$ cat src/rtl/sar_defs.sv
// Shared definitions for the successive-approximation value finder.
// State encoding for the search FSM and a helper that checks whether the
// comparator flag triple is one-hot (exactly one of equal/greater/lower high).
package sar_defs;

  typedef enum logic [1:0] {
    S_IDLE   = 2'd0,
    S_SEARCH = 2'd1,
    S_DONE   = 2'd2
  } state_t;

  // True when exactly one comparator flag is asserted.
  function automatic logic flags_onehot(input logic eq, input logic gt, input logic lt);
    return ({eq, gt, lt} == 3'b100) || ({eq, gt, lt} == 3'b010) || ({eq, gt, lt} == 3'b001);
  endfunction

endpackage

$ cat src/rtl/sar_value_finder.sv
// Purpose: binary-search master driving comparator operand B to locate the value on operand A.
// Latency: done pulses N cycles after the start edge, N = probes used (1..WIDTH+1).
// Backpressure: none; start is only sampled in IDLE, ignored while busy or during the done cycle.
//
// Ports:
//   clk, rst                 clock, synchronous active-high reset
//   start                    request a new search (IDLE only)
//   equal, greater, lower    comparator flags for the current probe
//   probe                    registered value driven to comparator operand B
//   busy                     high while searching
//   done                     one-cycle completion pulse
//   found, err, result       outcome of the last search, held until next start
//   n_probes                 probes used by the last search, held until next start
module sar_value_finder
  import sar_defs::*;
#(
  parameter int WIDTH = 4
) (
  input  logic             clk,
  input  logic             rst,
  input  logic             start,
  input  logic             equal,
  input  logic             greater,
  input  logic             lower,
  output logic [WIDTH-1:0] probe,
  output logic             busy,
  output logic             done,
  output logic             found,
  output logic             err,
  output logic [WIDTH-1:0] result,
  output logic [WIDTH:0]   n_probes
);

  localparam logic [WIDTH:0]   ONE   = {{WIDTH{1'b0}}, 1'b1};
  localparam logic [WIDTH:0]   MAXV  = {1'b0, {WIDTH{1'b1}}};
  localparam logic [WIDTH:0]   LIMIT = (WIDTH + 1)'(WIDTH + 1);
  localparam logic [WIDTH-1:0] FIRST = {1'b0, {(WIDTH-1){1'b1}}};

  state_t state_q, state_d;

  // lo/hi carry one extra bit: lo may reach 2^WIDTH and hi may reach -1
  // (all ones) without wrapping into the valid range.
  logic [WIDTH:0]   lo_q, lo_d, hi_q, hi_d, cnt_q, cnt_d;
  logic [WIDTH-1:0] probe_d, result_d;
  logic [WIDTH:0]   n_probes_d;
  logic             done_d, found_d, err_d;
  logic [WIDTH+1:0] sum;

  assign busy = (state_q == S_SEARCH);

  always_ff @(posedge clk) begin
    if (rst) begin
      state_q  <= S_IDLE;
      lo_q     <= '0;
      hi_q     <= '0;
      cnt_q    <= '0;
      probe    <= '0;
      done     <= 1'b0;
      found    <= 1'b0;
      err      <= 1'b0;
      result   <= '0;
      n_probes <= '0;
    end else begin
      state_q  <= state_d;
      lo_q     <= lo_d;
      hi_q     <= hi_d;
      cnt_q    <= cnt_d;
      probe    <= probe_d;
      done     <= done_d;
      found    <= found_d;
      err      <= err_d;
      result   <= result_d;
      n_probes <= n_probes_d;
    end
  end

  always_comb begin
    state_d    = state_q;
    lo_d       = lo_q;
    hi_d       = hi_q;
    cnt_d      = cnt_q;
    probe_d    = probe;
    done_d     = 1'b0;
    found_d    = found;
    err_d      = err;
    result_d   = result;
    n_probes_d = n_probes;
    sum        = '0;

    case (state_q)
      S_IDLE: begin
        if (start) begin
          lo_d     = '0;
          hi_d     = MAXV;
          probe_d  = FIRST;
          cnt_d    = '0;
          found_d  = 1'b0;
          err_d    = 1'b0;
          result_d = '0;
          state_d  = S_SEARCH;
        end
      end

      S_SEARCH: begin
        cnt_d = cnt_q + ONE;
        if (!flags_onehot(equal, greater, lower)) begin
          // Broken comparator: probe stays where it was.
          err_d = 1'b1;
        end else if (equal) begin
          result_d = probe;
          found_d  = 1'b1;
        end else begin
          if (greater) lo_d = {1'b0, probe} + ONE;
          if (lower)   hi_d = {1'b0, probe} - ONE;
          // lo is never negative, hi is never above 2^WIDTH-1, so a one-bit
          // sign extension of hi is enough for a signed window check.
          if ($signed({1'b0, lo_d}) > $signed({hi_d[WIDTH], hi_d})) begin
            err_d = 1'b1;
          end else if (cnt_d == LIMIT) begin
            err_d = 1'b1;
          end else begin
            sum     = {1'b0, lo_d} + {1'b0, hi_d};
            probe_d = sum[WIDTH:1];
          end
        end
        if (err_d || found_d) begin
          state_d    = S_DONE;
          done_d     = 1'b1;
          n_probes_d = cnt_d;
        end
      end

      S_DONE: state_d = S_IDLE;

      default: state_d = S_IDLE;
    endcase
  end

endmodule

$ cat config.mk
export PLATFORM = sky130hd
export DESIGN_NAME = sar_value_finder
export DESIGN_NICKNAME = d
export VERILOG_FILES = /design/src/rtl/sar_defs.sv /design/src/rtl/sar_value_finder.sv
export SDC_FILE = /design/constraint.sdc
export NUM_CORES = 1
export LEC_CHECK = 0
export ABC_AREA = 1
export CAP_MARGIN = 40
export CORE_MARGIN = 1.5
export CORE_UTILIZATION = 55
export CTS_CLUSTER_SIZE = 28
export DETAILED_ROUTE_END_ITERATION = 10
export PLACE_DENSITY = 0.82
export SETUP_SLACK_MARGIN = 0.4
export SLEW_MARGIN = 20
export SYNTH_ARGS = -nofsm -noshare
export SYNTH_HDL_FRONTEND = slang
export SYNTH_SLANG_ARGS = --single-unit
$ cat constraint.sdc
create_clock -name clk -period 7.7 [get_ports clk]
set_input_delay 1.54 -clock clk [delete_from_list [all_inputs] [get_ports clk]]
set_output_delay 1.54 -clock clk [all_outputs]
set_load 0.1 [all_outputs]
# ---- Word-level counts from Yosys, hierarchy flattened
# Cells that the tools add are included.
dict set report op_classes {
  n_reduce_logical 12
  n_addsub 4
  muxes 42
  order_cmp 1
  n_bitwise 1
  eq_ne 12
}
# operator n
set ops {}
lappend ops {{$mux 5} 14}
lappend ops {{$mux 4} 8}
lappend ops {{$pmux 5 s2} 3}
lappend ops {{$pmux 4 s2} 2}
lappend ops {{$mux 1} 10}
lappend ops {{$ne 2x2->1 const B} 5}
lappend ops {{$reduce_and 4->1} 2}
lappend ops {{$gt 6x5->1} 1}
lappend ops {{$reduce_and 2->1} 3}
lappend ops {{$reduce_and 6->1} 1}
lappend ops {{$add 4x1->5 const B} 1}
lappend ops {{$add 5x1->5 const B} 1}
lappend ops {{$add 5x5->5} 1}
lappend ops {{$eq 5x3->1 const B} 1}
lappend ops {{$sub 4x1->5 const B} 1}
lappend ops {{$mux 2} 2}
lappend ops {{$ne 2x1->1 const B} 2}
lappend ops {{$pmux 1 s2} 2}
lappend ops {{$pmux 2 s2} 1}
lappend ops {{$eq 3x1->1 const B} 1}
lappend ops {{$eq 3x2->1 const B} 1}
lappend ops {{$eq 3x3->1 const B} 1}
lappend ops {{$logic_or 1x1->1} 3}
lappend ops {{$eq 2x1->1 const B} 1}
lappend ops {{other kinds (4)} 4}
dict set report totals {
  in_bits 6
  ff_bits 33
}

# ---- Logic depth before layout (Yosys ltp)
dict set report logic_depth {
  depth_word 13
  ltp_mapped 23
}

# ---- Worst setup path after synthesis
# OpenSTA, ideal clock, no wires.
dict set report synth_path {
  path_kind {input port to flip-flop}
  startpoint {in lower}
  endpoint {reg n_probes[0]}
  arrival_time_ps 3276
  setup_slack_ps 4356
  setup_ps 68
  cell_stages 18
  t_required_ps 7632
  n_path_buf 0
  cell_sequence {inv_2 nor2_1 o21ai_0 o21ai_0 inv_1 ha_1 inv_1 a21oi_1 nor2_1 nor2_1 nand3_1 nand3_2 nand2_2 nand2_4 nand3_4 nand2_4 nand2_2 a21oi_2}
}
dict set report synth_between {
  elab_chain_cells 11
  word_cells_on_any_way 18
}
# item line_no
set synth_rtl {}
lappend synth_rtl {{from (decl)} sar_value_finder.sv:24} ;# input logic lower,
lappend synth_rtl {{$mux 5} sar_value_finder.sv:114} ;# if (lower) hi_d = {1'b0, probe} - ONE;
lappend synth_rtl {{$mux 5} sar_value_finder.sv:109} ;# end else if (equal) begin
lappend synth_rtl {{$mux 5} sar_value_finder.sv:106} ;# if (!flags_onehot(equal, greater, lower)) begin
lappend synth_rtl {{$mux 5} sar_value_finder.sv:90} ;# case (state_q)
lappend synth_rtl {{$gt 6x5->1} sar_value_finder.sv:117} ;# if ($signed({1'b0, lo_d}) > $signed({hi_d[WIDTH], hi_d})) begin
lappend synth_rtl {{$mux 1} sar_value_finder.sv:117}
lappend synth_rtl {{$mux 1} sar_value_finder.sv:109}
lappend synth_rtl {{$mux 1} sar_value_finder.sv:106}
lappend synth_rtl {{$mux 1} sar_value_finder.sv:90}
lappend synth_rtl {{$logic_or 1x1->1 (*)} sar_value_finder.sv:126} ;# if (err_d || found_d) begin
lappend synth_rtl {{$reduce_and 2->1 (no source line) (*)} n/a}
lappend synth_rtl {{to (signal assigned)} sar_value_finder.sv:73} ;# n_probes <= n_probes_d;
lappend synth_rtl {{to (decl)} sar_value_finder.sv:31} ;# output logic [WIDTH:0] n_probes
# Mark *: on every way between the ends. The rest lies on a longest branch, timed or not. The select of a mux whose other input is x is not followed.
# A chain may end at the register's enable or synchronous reset.

# ---- Worst setup path in the final report
dict set report layout_path {
  startpoint {reg state_q[0]}
  endpoint {out busy}
}
dict set report layout_between {
  elab_chain_cells 1
}
# item line_no
set layout_rtl {}
lappend layout_rtl {{from (decl)} sar_value_finder.sv:39} ;# state_t state_q, state_d;
lappend layout_rtl {{from (signal assigned)} sar_value_finder.sv:64} ;# state_q <= state_d;
lappend layout_rtl {{$eq 2x1->1} sar_value_finder.sv:49} ;# assign busy = (state_q == S_SEARCH);
lappend layout_rtl {{to (decl)} sar_value_finder.sv:26} ;# output logic busy,
# No other way between the ends.

==> metrics.txt <==
core area 0.00331 sq mm; post-synthesis register bit count 33; wire length per cell 13.4 um; Rows 21; Slew Viols, Final 0; hold buffers post-CTS 0; leak pwr 1.09 nW; clk root buf clkbuf_4; DIE WIDTH 61.7 um; crit path max fanout 19; Cell Chain, Critical Path inv_2 -> nor2_2 -> clkdlybuf4s50_1 -> buf_8; drt pass-1 iters 4; Synth warnings 0; worst hold path type register to register; GPL Wtd Cong 0.939; CTS clock-pin slew for the worst setup and hold paths 0.10 ns; Max-Cap Viols 0; Req. time, crit path 6.16 ns; slew margin rel. 45.5%; initial antenna violation count 0; # resized after CTS 0; Inst Count DP 347; worst path bufs/invs 3; 1st-iter DRT viols 105; CTS Buf Count 5; count of cell types in the netlist 27; Arrival @ worst endpoint 2.37 ns; Place WS 3.54 ns; Crit path max-delay family buffers and inverters; crit path kind register to primary output; final setup margin 3.79 ns; HPWL after detailed placement 3530 um; Layout Nets 329; power per standard cell area 226 mW/mm^2; Initial Util 57.2%; Slew @ Worst Pin 0.817 ns; Mean Syn Cell Area 7.12 sq um; Antenna diodes 0; status completed; CTS tree built; I/O pins 23; via/cell ratio 5.23; Hold Fails Final Rpt 0; FMAX 256 MHz; unrepaired setup endpoints after global routing false; fin crit period 3.91 ns; clock sink count 33; H-tree depth 2; slowest CP cell clkdlybuf4s50_1; Crit. End Element primary output; Chip Height 61.7 um; clk_skew 0.00837 ns; post-synthesis sequential area ratio 34.9%; Port Buffer Count 22; vias in the first global route 1692; setup tns final 0 ns; die area 0.00381 sq mm; synthesized area 0.00189 sq mm; Via Count 1863; Final ANT Viol Nets 0; area growth from synthesis to layout 32.6%; Synth Instances 266; Setup crit start kind register; CTS Buffer Depth 2; GRT Overall Usage 28.2%; Final Hold Slack 0.469 ns; share of layout cells above drive strength 1 18.4%; DR DRC count 0; Peak VDD IR 0.000142 V; Final Setup Violations 0; final cell count without fillers 356; first-pass GRT wire length 7640 um; Tcrit/Tclk final 50.8%; final WL 4760 um; CP max stage delay 0.66 ns; Synth Net Count 286; worst skew pair latency 0.35 ns; largest net degree at the start of global routing 22; post-CTS setup buffers 0; GR Overflow Total 0
tightest hold or removal path: cells and delay by family, from the launching register on:
kind	cells	cell delay, ns
AND/OR/NAND/NOR	1	0.06
flip-flops	1	0.32
AO/OA/AOI/OAI	1	0.05
cell usage after synthesis:
cell / instances / area, sq um
a22oi_1: 1 / 7.51
inv_2: 9 / 33.8
nand2_2: 7 / 43.8
nand3_2: 3 / 30.0
nand3_4: 1 / 17.5
o21a_1: 1 / 7.51
a21oi_2: 4 / 35.0
nand2_1: 57 / 214
o21ai_1: 9 / 45.0
clkbuf_1: 4 / 15.0
a21oi_4: 1 / 16.3
nand3_1: 17 / 85.1
nor2_2: 3 / 18.8
nand4_1: 2 / 12.5
xor2_1: 2 / 17.5
a21oi_1: 29 / 145
clkinv_1: 1 / 3.75
or2_2: 2 / 12.5
fa_1: 1 / 20.0
nor2_1: 16 / 60.1
o21ai_0: 12 / 60.1
dfxtp_1: 33 / 661
ha_1: 13 / 163
nand2_4: 2 / 22.5
inv_1: 32 / 120
nor3_1: 2 / 10.0
xnor2_1: 2 / 17.5
per-stage QoR:
stage / util, % / power, mW / area (sq um)
final: 75.9 / 0.569 / 2510
after CTS: 75.4 / 0.565 / 2500
after detailed placement: 72.9 / 0.426 / 2410
after floorplan: - / 0.357 / 1890
after global routing: 75.9 / 0.599 / 2510
after global placement: 65.2 / 0.399 / 2160
sequential cells by signal, indices dropped and copies added, names as in the netlist:
register and count:
cnt_q 5, hi_q 5, lo_q 5, n_probes 5
probe 4, result 4, state_q 2, done 1
err 1, found 1
area by class of cell:
cell class	count	area, sq um
clock buffers	7	55.1
clock inverters	1	30.0
fillers	247	798
well taps	46	57.6
flip-flops and latches	33	661
multi-input cells	187	1060
inverters	42	158
repair buffers	40	490
report_power, final:
group,switching [mW],internal (mW)
logic,0.153,0.0782
clock network,0.0631,0.0775
registers,0.0144,0.182
total,0.231,0.338
routing by layer:
| metal | track usage, % | routed length [um] | vias up |
|---|---|---|---|
| met2 | 46.0 | 2220 | 62 |
| li1 | - | - | 947 |
| met5 | 0 | 0 | - |
| met3 | 7.98 | 246 | 14 |
| met1 | 35.2 | 2170 | 840 |
| met4 | 10.6 | 131 | 0 |
cells by family after synthesis:
kind of cell,count (synthesis),share of synthesized area (%)
buffers and inverters,46,9.11
AND/OR/NAND/NOR,112,27.8
XOR/XNOR,4,1.85
AO/OA/AOI/OAI,57,16.7
flip-flops,33,34.9
adder cells (fa/ha/maj),14,9.64
cells in the final DEF, fill, tap and decap left out, drive strengths merged:
cell,instances
a22oi,1
nand2,66
fa,1
xor2,2
nor3,2
buf,18
a21oi,34
clkdlybuf4s50,22
nand4,2
or2,2
inv,41
bufinv,1
o21a,1
nor2,19
dfxtp,33
o21ai,21
nand3,21
ha,13
xnor2,2
clkbuf,7
clkinv,1
path summary, 6_finish.rpt:
path | startpoint | end | slack (ns) | cells after the start
max | state_q[0] | busy | 3.79 | 4
min | lo_q[1] | lo_q[1] | 0.47 | 2
max reg2reg | probe[0] | n_probes[2] | 4.69 | 21
min reg2reg | lo_q[1] | lo_q[1] | 0.47 | 2
Power figures use the tool's default switching activity.
